`src/rtl/seven_seg_scan_n.sv`:
```
// ----------------------------------------------------------------------------
// seven_seg_scan_n
//
// Time-multiplexed driver for NDIGITS common-anode seven-segment digits.
// Each digit owns a slot of DIV clock cycles. The first cycle of every slot
// is a dark gap so the previous digit's segments never ghost onto the next
// anode. Display inputs are captured into shadow registers only at frame
// boundaries, so a frame is always drawn from one consistent snapshot.
//
// Ports:
//   clk         system clock
//   rst         synchronous active-high reset
//   data        packed nibbles, digit i = data[4i+3:4i], digit 0 rightmost
//   dp          per-digit decimal point request, active-high
//   blank       per-digit force-off, active-high
//   lzb         leading-zero blanking enable
//   segs_n      active-low segments, segs_n[6]=g ... segs_n[0]=a
//   dp_n        active-low decimal point
//   an_n        active-low anode enables (one-hot-low or all ones)
//   frame_tick  one-cycle pulse at the end of each full scan frame
//
// All outputs are registered: they reflect the scan position and shadow
// contents of the previous cycle (one cycle of latency).
// ----------------------------------------------------------------------------
module seven_seg_scan_n #(
    parameter int NDIGITS = 8,
    parameter int DIV     = 100000,
    parameter bit HEX     = 1'b1
) (
    input  logic                   clk,
    input  logic                   rst,
    input  logic [4*NDIGITS-1:0]   data,
    input  logic [NDIGITS-1:0]     dp,
    input  logic [NDIGITS-1:0]     blank,
    input  logic                   lzb,
    output logic [6:0]             segs_n,
    output logic                   dp_n,
    output logic [NDIGITS-1:0]     an_n,
    output logic                   frame_tick
);

    localparam int CW = $clog2(DIV);
    localparam int IW = ($clog2(NDIGITS) > 1) ? $clog2(NDIGITS) : 1;

    localparam logic [CW-1:0] CNT_LAST = CW'(DIV - 1);
    localparam logic [IW-1:0] IDX_LAST = IW'(NDIGITS - 1);

    // ------------------------------------------------------------------
    // State
    // ------------------------------------------------------------------
    logic [CW-1:0]          cnt_q,        cnt_d;
    logic [IW-1:0]          idx_q,        idx_d;
    logic                   load_q,       load_d;
    logic [4*NDIGITS-1:0]   sh_data_q,    sh_data_d;
    logic [NDIGITS-1:0]     sh_dp_q,      sh_dp_d;
    logic [NDIGITS-1:0]     sh_blank_q,   sh_blank_d;
    logic                   sh_lzb_q,     sh_lzb_d;
    logic [6:0]             segs_n_q,     segs_n_d;
    logic                   dp_n_q,       dp_n_d;
    logic [NDIGITS-1:0]     an_n_q,       an_n_d;
    logic                   frame_tick_q, frame_tick_d;

    // ------------------------------------------------------------------
    // Per-digit views of the shadow data
    // ------------------------------------------------------------------
    logic [3:0]         nib [NDIGITS];
    logic [NDIGITS-1:0] an_sel_n;   // anode pattern for the current digit

    for (genvar gi = 0; gi < NDIGITS; gi++) begin : g_digit
        assign nib[gi]      = sh_data_q[4*gi +: 4];
        assign an_sel_n[gi] = (idx_q != IW'(gi));
    end

    // ------------------------------------------------------------------
    // Nibble to active-low gfedcba pattern
    // ------------------------------------------------------------------
    function automatic logic [6:0] decode(input logic [3:0] v);
        logic [6:0] s;
        case (v)
            4'h0:    s = 7'b1000000;
            4'h1:    s = 7'b1111001;
            4'h2:    s = 7'b0100100;
            4'h3:    s = 7'b0110000;
            4'h4:    s = 7'b0011001;
            4'h5:    s = 7'b0010010;
            4'h6:    s = 7'b0000010;
            4'h7:    s = 7'b1111000;
            4'h8:    s = 7'b0000000;
            4'h9:    s = 7'b0010000;
            4'hA:    s = HEX ? 7'b0001000 : 7'h7F;
            4'hB:    s = HEX ? 7'b0000011 : 7'h7F;
            4'hC:    s = HEX ? 7'b1000110 : 7'h7F;
            4'hD:    s = HEX ? 7'b0100001 : 7'h7F;
            4'hE:    s = HEX ? 7'b0000110 : 7'h7F;
            default: s = HEX ? 7'b0001110 : 7'h7F;
        endcase
        return s;
    endfunction

    // ------------------------------------------------------------------
    // Next-state and output logic
    // ------------------------------------------------------------------
    logic tick;
    logic frame_end;
    logic capture;
    logic upper_zero;   // current digit and every digit to its left are 0
    logic digit_off;

    always_comb begin
        tick      = (cnt_q == CNT_LAST);
        frame_end = tick && (idx_q == IDX_LAST);

        cnt_d = tick ? '0 : cnt_q + 1'b1;
        idx_d = idx_q;
        if (tick) begin
            idx_d = (idx_q == IDX_LAST) ? '0 : idx_q + 1'b1;
        end

        // Snapshot at the first cycle out of reset and on each frame wrap,
        // so digit 0 of every frame already sees the new values.
        capture    = load_q || frame_end;
        load_d     = 1'b0;
        sh_data_d  = capture ? data  : sh_data_q;
        sh_dp_d    = capture ? dp    : sh_dp_q;
        sh_blank_d = capture ? blank : sh_blank_q;
        sh_lzb_d   = capture ? lzb   : sh_lzb_q;

        upper_zero = 1'b1;
        for (int i = 0; i < NDIGITS; i++) begin
            if ((i >= int'(idx_q)) && (nib[i] != 4'h0)) begin
                upper_zero = 1'b0;
            end
        end

        // cnt==0 is the anti-ghost gap at the start of every slot.
        digit_off = (cnt_q == '0)
                 || sh_blank_q[idx_q]
                 || (sh_lzb_q && (idx_q != '0) && upper_zero);

        segs_n_d = 7'h7F;
        dp_n_d   = 1'b1;
        an_n_d   = '1;
        if (!digit_off) begin
            an_n_d   = an_sel_n;
            segs_n_d = decode(nib[idx_q]);
            dp_n_d   = ~sh_dp_q[idx_q];
        end

        frame_tick_d = frame_end;
    end

    always_ff @(posedge clk) begin
        if (rst) begin
            cnt_q        <= '0;
            idx_q        <= '0;
            load_q       <= 1'b1;
            sh_data_q    <= '0;
            sh_dp_q      <= '0;
            sh_blank_q   <= '0;
            sh_lzb_q     <= 1'b0;
            segs_n_q     <= 7'h7F;
            dp_n_q       <= 1'b1;
            an_n_q       <= '1;
            frame_tick_q <= 1'b0;
        end else begin
            cnt_q        <= cnt_d;
            idx_q        <= idx_d;
            load_q       <= load_d;
            sh_data_q    <= sh_data_d;
            sh_dp_q      <= sh_dp_d;
            sh_blank_q   <= sh_blank_d;
            sh_lzb_q     <= sh_lzb_d;
            segs_n_q     <= segs_n_d;
            dp_n_q       <= dp_n_d;
            an_n_q       <= an_n_d;
            frame_tick_q <= frame_tick_d;
        end
    end

    assign segs_n     = segs_n_q;
    assign dp_n       = dp_n_q;
    assign an_n       = an_n_q;
    assign frame_tick = frame_tick_q;

endmodule

```
`config.mk`:
```
export PLATFORM = sky130hd
export DESIGN_NAME = seven_seg_scan_n
export DESIGN_NICKNAME = d
export VERILOG_FILES = /design/src/rtl/seven_seg_scan_n.sv
export SDC_FILE = /design/constraint.sdc
export NUM_CORES = 1
export LEC_CHECK = 0
export CAP_MARGIN = 20
export CORE_UTILIZATION = 45
export CTS_CLUSTER_DIAMETER = 120
export DETAILED_ROUTE_END_ITERATION = 16
export MAX_ROUTING_LAYER = met4
export PLACE_DENSITY_LB_ADDON = 0.25
export SYNTH_ARGS = -nofsm -noshare
export SYNTH_HDL_FRONTEND = slang
export SYNTH_SLANG_ARGS = --single-unit
```
`constraint.sdc`:
```
create_clock -name clk -period 3.13 [get_ports clk]
set_input_delay 0.4695 -clock clk [delete_from_list [all_inputs] [get_ports clk]]
set_output_delay 0.4695 -clock clk [all_outputs]
set_load 0.01 [all_outputs]
```
==> flow_summary.html <==
<table>
<tr><th>Metric</th><th>Value</th></tr>
<tr><th colspan="2">Routing</th></tr>
<tr><td>Detailed-route via count</td><td>2967</td></tr>
<tr><td>Initial DRC count</td><td>110</td></tr>
<tr><td>Initial DRT Pass Iterations</td><td>4</td></tr>
<tr><td>Average routed wire per standard cell</td><td>14.7 um</td></tr>
<tr><td>Total length of routed wires</td><td>8230 um</td></tr>
<tr><td>Final antenna-violating net count</td><td>0</td></tr>
<tr><td>Final routed DRC violation total</td><td>0</td></tr>
<tr><td>Vias per cell</td><td>5.31</td></tr>
<tr><th colspan="2">Cells and area</th></tr>
<tr><td>Most frequent standard cell in the layout excluding fill and tap cells</td><td>sky130_fd_sc_hd__dfxtp_1</td></tr>
<tr><td>Most frequent cells in the layout</td><td>sky130_fd_sc_hd__dfxtp_1, sky130_fd_sc_hd__nor2_1, sky130_fd_sc_hd__clkdlybuf4s50_1</td></tr>
<tr><td>Utilization after layout</td><td>58.5%</td></tr>
<tr><td>Total inserted antenna cells</td><td>0</td></tr>
<tr><td>Share of post-route cells with drive strength above 1</td><td>9.03%</td></tr>
<tr><td>Synth-to-layout area growth</td><td>23.9%</td></tr>
<tr><td>Net count of the finished layout</td><td>512</td></tr>
<tr><th colspan="2">Critical path</th></tr>
<tr><td>Reg-to-Reg Start</td><td>idx_q[1]$_SDFFE_PP0N_</td></tr>
<tr><td>Worst Path Required</td><td>3.38 ns</td></tr>
<tr><td>Worst R2R Path Depth</td><td>6</td></tr>
<tr><td>Launching element type of the critical path</td><td>flip-flop</td></tr>
<tr><td>CP endpoint</td><td>segs_n[3]$_SDFF_PP1_</td></tr>
<tr><td>Worst reg2reg setup slack</td><td>0.58 ns</td></tr>
<tr><td>Data arrival time of the worst path</td><td>2.80 ns</td></tr>
<tr><td>Critical path fanouts, max</td><td>12</td></tr>
<tr><td>End of the worst register-to-register path</td><td>segs_n[3]$_SDFF_PP1_</td></tr>
<tr><td>Kind of end point of the critical path</td><td>flip-flop</td></tr>
<tr><td>CP Launch Point</td><td>idx_q[1]$_SDFFE_PP0N_</td></tr>
<tr><td>Category of the most critical setup path</td><td>reg -&gt; reg</td></tr>
<tr><th colspan="2">Floorplan</th></tr>
<tr><td>I/O pin count</td><td>68</td></tr>
<tr><td>Die Ht</td><td>95.5 um</td></tr>
<tr><td>Starting density of the core</td><td>47.2%</td></tr>
<tr><td>Die area</td><td>9120 sq um</td></tr>
<tr><td>Horiz. Die Dim</td><td>95.5 um</td></tr>
<tr><td>Number of core rows</td><td>33</td></tr>
<tr><td>Area of the placeable core</td><td>8340 sq um</td></tr>
<tr><th colspan="2">Logic synthesis</th></tr>
<tr><td>Largest area contributor in the netlist</td><td>sky130_fd_sc_hd__dfxtp_1</td></tr>
<tr><td>Area share of the leading cell type in the synthesized netlist</td><td>44.3%</td></tr>
<tr><td>Share of synthesized area occupied by flip-flops and latches</td><td>44.3%</td></tr>
<tr><td>Net count after synthesis</td><td>451</td></tr>
<tr><td>Top cells by area in the synthesized netlist</td><td>sky130_fd_sc_hd__dfxtp_1, sky130_fd_sc_hd__mux2i_1, sky130_fd_sc_hd__nor2_1, sky130_fd_sc_hd__mux4_2, sky130_fd_sc_hd__ha_1</td></tr>
<tr><td>Count of cell types in the netlist</td><td>54</td></tr>
<tr><td>Main synth FF type</td><td>sky130_fd_sc_hd__dfxtp_1</td></tr>
<tr><td>Total standard cell area after synthesis</td><td>3940 sq um</td></tr>
<tr><td>Warnings, synthesis</td><td>0</td></tr>
<tr><td>Async SR Flop Fraction</td><td>0%</td></tr>
<tr><td>Synthesis-stage register bit count</td><td>87</td></tr>
<tr><td>Synth Area per Inst</td><td>10.1 sq um</td></tr>
<tr><td>Count of flip-flops with a built-in enable after synthesis</td><td>0</td></tr>
<tr><td>Count of mapped cells out of synthesis</td><td>388</td></tr>
<tr><th colspan="2">Global route</th></tr>
<tr><td>Largest net degree at the start of global routing</td><td>34</td></tr>
<tr><td>First-pass GRT wire length</td><td>13500 um</td></tr>
<tr><td>Number of antenna violations at the first check in global routing</td><td>0</td></tr>
<tr><td>Total grt overflow</td><td>0</td></tr>
<tr><td>Number of global-route vias before repair</td><td>2896</td></tr>
<tr><td>GRT Resource Usage Total</td><td>20.0%</td></tr>
<tr><th colspan="2">Pwr</th></tr>
<tr><td>Power per Cell Area</td><td>480 nW/um^2</td></tr>
<tr><td>Sum of internal, switching and leakage power</td><td>2.34 mW</td></tr>
<tr><td>Leakage power total</td><td>2.00 nW</td></tr>
<tr><td>Maximum vdd drop</td><td>243 uV</td></tr>
<tr><th colspan="2">Clock network</th></tr>
<tr><td>CTS tree</td><td>yes</td></tr>
<tr><td>CTS Buffer Depth</td><td>2</td></tr>
<tr><td>Number of sinks handled by clock tree synthesis</td><td>87</td></tr>
<tr><td>Source-to-sink clock delay at the later pin of the worst-skew pair</td><td>0.36 ns</td></tr>
<tr><td>Clock root buffer master</td><td>sky130_fd_sc_hd__clkbuf_8</td></tr>
<tr><td>Number of H-tree levels</td><td>3</td></tr>
<tr><td>Post-CTS setup buffer count</td><td>0</td></tr>
<tr><td>Hold buffers post-CTS</td><td>0</td></tr>
<tr><td>Post-CTS Resized</td><td>0</td></tr>
<tr><td>Post-CTS clock slew at the launch and capture registers of the worst setup and hold paths</td><td>0.09 ns</td></tr>
<tr><td>TritonCTS buffer count</td><td>9</td></tr>
<tr><th colspan="2">Min path</th></tr>
<tr><td>Worst min-delay path category</td><td>reg -&gt; reg</td></tr>
<tr><th colspan="2">STA</th></tr>
<tr><td>Final setup violation count</td><td>0</td></tr>
<tr><td>Share of the cycle needed by the critical path after routing</td><td>81.5%</td></tr>
<tr><td>Worst Max-Slew Pin Slew</td><td>0.856 ns</td></tr>
<tr><td>Endpoints failing hold</td><td>0</td></tr>
<tr><td>Final Max Slew Viols</td><td>0</td></tr>
<tr><td>Worst setup skew after layout</td><td>0.00912 ns</td></tr>
<tr><td>RSZ-0062 raised after global routing</td><td>false</td></tr>
<tr><td>Max Freq</td><td>392 MHz</td></tr>
<tr><td>Relative max-transition margin</td><td>41.3%</td></tr>
<tr><td>Final critical-path setup slack</td><td>0.580 ns</td></tr>
<tr><td>Aggregate negative setup slack</td><td>0 ns</td></tr>
<tr><td>Final critical-path required period</td><td>2.55 ns</td></tr>
<tr><th colspan="2">Job</th></tr>
<tr><td>Number of maximum-capacitance constraint violations</td><td>0</td></tr>
<tr><th colspan="2">Place</th></tr>
<tr><td>Number of buffer cells added on primary ports</td><td>67</td></tr>
<tr><td>Final Wtd Congestion</td><td>0.791</td></tr>
<tr><td>Sum of net half-perimeters after detailed placement</td><td>5950 um</td></tr>
<tr><td>Worst setup slack after placement</td><td>0.613 ns</td></tr>
<tr><th colspan="2">Run status</th></tr>
<tr><td>Status</td><td>finished clean</td></tr>
</table>
stage by stage:
stage               instances  hold slack, ns  cell area [sq um]
floorplan                 388           0.426               3940
global route              559           0.487               4880
detailed placement        543           0.447               4650
global placement          543           0.441               4650
CTS                       559           0.467               4880
finish                    559           0.464               4880
cell usage after synthesis, drive strengths merged, types with 3 or more instances:
cell type / instances
or4: 5
o21ai: 4
nor2: 75
xnor2: 6
mux2i: 58
mux4: 10
nor3: 3
xor2: 9
nand2: 20
dfxtp: 87
buf: 13
clkbuf: 10
a21oi: 4
nand4: 8
o221ai: 4
nand3: 9
nor4: 4
inv: 11
and3: 5
ha: 12
o211ai: 3
area by class of cell:
class,instances,area (sq um)
Fill cell,760,3460
Multi-Input combinational cell,266,2010
Clock inverter,5,81.3
Timing Repair Buffer,73,723
Clock buffer,11,141
Tap cell,105,131
Sequential cell,87,1740
Inverter,12,45.0
logic make-up (layout without fill, tap and decap cells):
| group | Yosys count | count (layout) | share of synthesized area [%] |
|---|---|---|---|
| flip-flops | 87 | 87 | 44.3 |
| adder cells (fa/ha/maj) | 12 | 12 | 3.82 |
| buffers and inverters | 35 | 101 | 4.61 |
| AND/OR/NAND/NOR | 141 | 141 | 16.6 |
| multiplexers | 68 | 68 | 20.8 |
| XOR/XNOR | 15 | 15 | 3.34 |
| AO/OA/AOI/OAI | 30 | 30 | 6.58 |
worst min-delay path by stage:
stage                              from  slack, ns  depth (start not counted)                  end
finish              cnt_q[0]$_SDFF_PP0_       0.46                          1  cnt_q[0]$_SDFF_PP0_
CTS                 cnt_q[0]$_SDFF_PP0_       0.47                          1  cnt_q[0]$_SDFF_PP0_
global route        cnt_q[0]$_SDFF_PP0_       0.49                          1  cnt_q[0]$_SDFF_PP0_
global placement    cnt_q[0]$_SDFF_PP0_       0.44                          1  cnt_q[0]$_SDFF_PP0_
floorplan           cnt_q[0]$_SDFF_PP0_       0.43                          1  cnt_q[0]$_SDFF_PP0_
detailed placement  cnt_q[0]$_SDFF_PP0_       0.45                          1  cnt_q[0]$_SDFF_PP0_
where the power goes:
group / internal, mW / switching, mW / total, mW
registers: 1.16 / 0.0355 / 1.19
logic: 0.160 / 0.120 / 0.280
clock network: 0.472 / 0.396 / 0.868
total: 1.79 / 0.552 / 2.34
sequential cells by signal, indices dropped and copies added (netlist names):
name,flops
sh_dp_q,8
sh_blank_q,8
an_n,8
idx_q,3
frame_tick,1
sh_data_q,32
sh_lzb_q,1
dp_n,1
cnt_q,17
load_q,1
segs_n,7
critical path, cell delays in order, from the launching register on:
cell and delay, ns:
sky130_fd_sc_hd__dfxtp_1 0.58, sky130_fd_sc_hd__buf_4 0.26, sky130_fd_sc_hd__mux4_2 0.31, sky130_fd_sc_hd__mux2i_1 0.69, sky130_fd_sc_hd__inv_1 0.16, sky130_fd_sc_hd__a211oi_1 0.31, sky130_fd_sc_hd__o21ai_1 0.12
per-layer routing:
metal,global-route usage [%],vias up,routed length [um]
met3,3.75,16,368
met4,7.84,0,142
li1,-,1480,-
met5,-,-,0
met1,24.9,1395,3850
met2,32.0,76,3870
Power figures use the tool's default switching activity.
==> patch 1 (same settings) <==
Register the output `an_n` once more, with the module's reset; this adds one clock of latency there. The other outputs are not delayed to match.
--- a/src/rtl/seven_seg_scan_n.sv
+++ b/src/rtl/seven_seg_scan_n.sv
@@ -181,3 +181,9 @@
     assign dp_n       = dp_n_q;
-    assign an_n       = an_n_q;
+    always_ff @(posedge clk) begin
+        if (rst) begin
+            an_n <= '0;
+        end else begin
+            an_n <= an_n_q;
+        end
+    end
     assign frame_tick = frame_tick_q;
Function: changed (a bounded check fails within 4 cycles, from zero or initial values and one cycle with rst high).
==> patch 1 against the original RTL <==
Sequential cell count up 8. Sequential share of layout area up 2.3 points. Wire length down 0.55%. Power down 0.66%. Global-route usage down 1.2 points. Synthesized area up 3.8%. Cell area up 2.6%. Cell count up 12%. Count of clock-buffer cells in the layout down 1. Non-clock buffer count up 2. Setup slack worse by 0.071 ns. Largest cell class unchanged. Largest power group unchanged.
==> patch 1: results <==
status:
  status: "complete, no violations"
synthesis:
  synth_fa_ha_area_share_pct: 3.68
  synthMuxAreaShare_pct: 9.35
  ys_seq_area_share_pct: 46.6
  synth.area.top_cells: "dfxtp_1 (47%), nand2_1 (11%), a21oi_1 (6.4%), mux4_2 (6.1%), ha_1 (3.7%)"
  synth.top_cells.by_count: "nand2_1 (115), dfxtp_1 (95), a21oi_1 (52)"
  synthXorXnorAreaFrac_pct: 3.22
finish:
  multi_input_comb_cells: 322
  bufAreaShareNonClock_pct: 14.5
  finalNonFillerCells: 626
  multiInputGateArea_mm2: 0.00202
  buffers: 75
  final_area_mm2: 0.00501
  inv_count: 10
  finalNetCount: 576
  layout-drive-gt1-share_pct: 8.69
detailed_routing:
  drtIter0Drc: 150
  wl_mm: 8.18
pwr:
  p_leak_nw: 1.96
  p_int_mw: 1.74
  vdd_drop_max_mv: 0.190
  swShare_pct: 25.4
  p_clk_mw: 0.761
setup_path:
  slowest_stage: "dfxtp_1"
  cpPeakStageDelay_ns: 0.72
  r2r_slack_ns: 0.51
grt:
  grt_max_degree: 54
placed_design:
  dpl_worst_slack_ns: 0.533
  post_dp_cell_area_mm2: 0.00482
  dp_hpwl_mm: 5.91
timing:
  skew_ns: 0.0155
patch 1: changes by cell type in the layout (fill, tap and decap cells not counted), moves of 5 or more:
| cell | before | now |
|---|---|---|
| dfxtp_1 | 87 | 95 |
| inv_6 | 0 | 5 |
| nand2_1 | 20 | 115 |
| nor2_1 | 75 | 27 |
| nor2b_1 | 2 | 9 |
| a21oi_1 | 4 | 52 |
| mux2i_1 | 57 | 10 |
patch 1: path summary, 6_finish.rpt:
kind | endpoint | depth (start not counted)
worst max register to register | segs_n[6] | 7
worst min-delay path | an_n[0] | 2
worst max-delay path | segs_n[6] | 7
worst min register to register | an_n[0] | 1
patch 1: cells by family (layout without fill, tap and decap cells):
kind of cell,after synthesis,after routing
compound gates,74,74
xor+xnor,15,15
fa+ha+maj,12,12
buf+inv,39,101
flops,95,95
mux,24,24
simple gates,197,197
patch 1: metal layers:
layer	up-vias	part of all wire, %	GRT usage, %
li1	1666	-	-
met1	1488	49	24.8
met5	-	0	-
met4	0	1.3	8.14
met3	7	4.1	3.02
met2	80	46	28.5
==> patch 2 (same settings) <==
Made on the original files. The parameter `HEX` goes from 1'b1 to 1'b0.
--- a/src/rtl/seven_seg_scan_n.sv
+++ b/src/rtl/seven_seg_scan_n.sv
@@ -27,3 +27,3 @@
     parameter int DIV     = 100000,
-    parameter bit HEX     = 1'b1
+    parameter bit HEX     = 1'b0
 ) (
Formal check against the unedited RTL: not equivalent (Yosys sat finds a counterexample within 4 cycles, from zero or initial values and one cycle with rst high).
==> patch 2 against the original RTL <==
Power is 6.1% lower. Largest power group unchanged. Synthesized area increased by 1.2%. Clock power is 15% lower. Global-route usage grew 0.56 points. Clock skew grew 0.0044 ns. Combinational power fell by 6%. Setup slack got worse by 0.050 ns. Sequential share of layout area up 0.17 points. Cell area fell by 0.46%. Sequential cell count unchanged. First-iteration DRC count rose by 84%. Fmax fell by 1.9%. Wire length grew 2.7%.
==> patch 2: results <==
synthesis:
  synth_fa_ha_area_share_pct: 3.45
  synth.top_cells.by_count: "dfxtp_1 (87), nor2_1 (78), mux2i_1 (66)"
  async_flop_share_pct: 0
  synth_nets: 477
  synthXorXnorAreaFrac_pct: 2.86
  synth.distinct_cells: 59
  synth.area.top_cells: "dfxtp_1 (44%), mux2i_1 (17%), nor2_1 (7.3%), ha_1 (3.5%), buf_6 (2.3%)"
  synth_compound_area_share_pct: 8.64
  ys_seq_area_share_pct: 43.7
  synthMuxAreaShare_pct: 17.7
finish:
  multi_input_area_share_pct: 42.0
  layout-drive-gt1-share_pct: 8.75
  multi_input_comb_cells: 292
  nClkBuffers: 9
  clk_share_pct: 3.79
  fillers: 780
  bufAreaShareNonClock_pct: 14.6
  finalNetCount: 537
grt:
  grt_pass1_vias: 2968
  grt_pass1_wl_mm: 14.1
  grt_util_met3_pct: 3.16
  grt_util_met1_pct: 27.1
  met2_usage_pct: 31.9
  grt_usage_pct: 20.5
  grt_max_degree: 57
detailed_routing:
  dr_wl_met2_mm: 4.01
  drtIter0Drc: 202
  met1_length_mm: 3.95
  wl_met3_um: 392
  vias: 3124
  detail_route.wl_per_cell_um: 14.4
pwr:
  p_clk_mw: 0.738
  switchingPower_mw: 0.586
  vdd_drop_max_mv: 0.245
  p_leak_nw: 1.94
placed_design:
  dp_hpwl_mm: 6.28
  dpl_worst_slack_ns: 0.519
  place.gp.congestion: 0.862
timing:
  skew_ns: 0.0135
  final_max_slew_viol_count: 0
  max_slew.worst_pin.slew_ns: 0.698
status:
  status: "complete, no violations"
setup_path:
  cp.arrival_ns: 2.80
  critPathMaxFanout: 31
patch 2: final timing paths:
path              cells after the start   endpoint  slack (ns)  startpoint
setup reg to reg                      8  segs_n[6]        0.53    idx_q[0]
hold reg to reg                       1   cnt_q[0]        0.50    cnt_q[0]
hold / removal                        1   cnt_q[0]        0.50    cnt_q[0]
setup / recovery                      8  segs_n[6]        0.53    idx_q[0]
patch 2: worst max-delay path, cell delays in order, from the launching register on:
cell,delay (ns)
dfxtp_1,0.34
buf_4,0.36
mux2i_1,0.23
o22ai_1,0.11
a311oi_1,0.61
inv_1,0.16
ha_1,0.24
nor3_2,0.23
o311ai_1,0.12
patch 2: metrics by stage:
step,power (mW),cells,util (%),cell area [µm²]
after global placement,1.48,569,55.7,4670
after global routing,2.30,585,57.9,4850
final,2.20,585,57.9,4850
after CTS,2.23,585,57.9,4850
after floorplan,1.37,415,-,3980
after detailed placement,1.49,569,55.7,4670
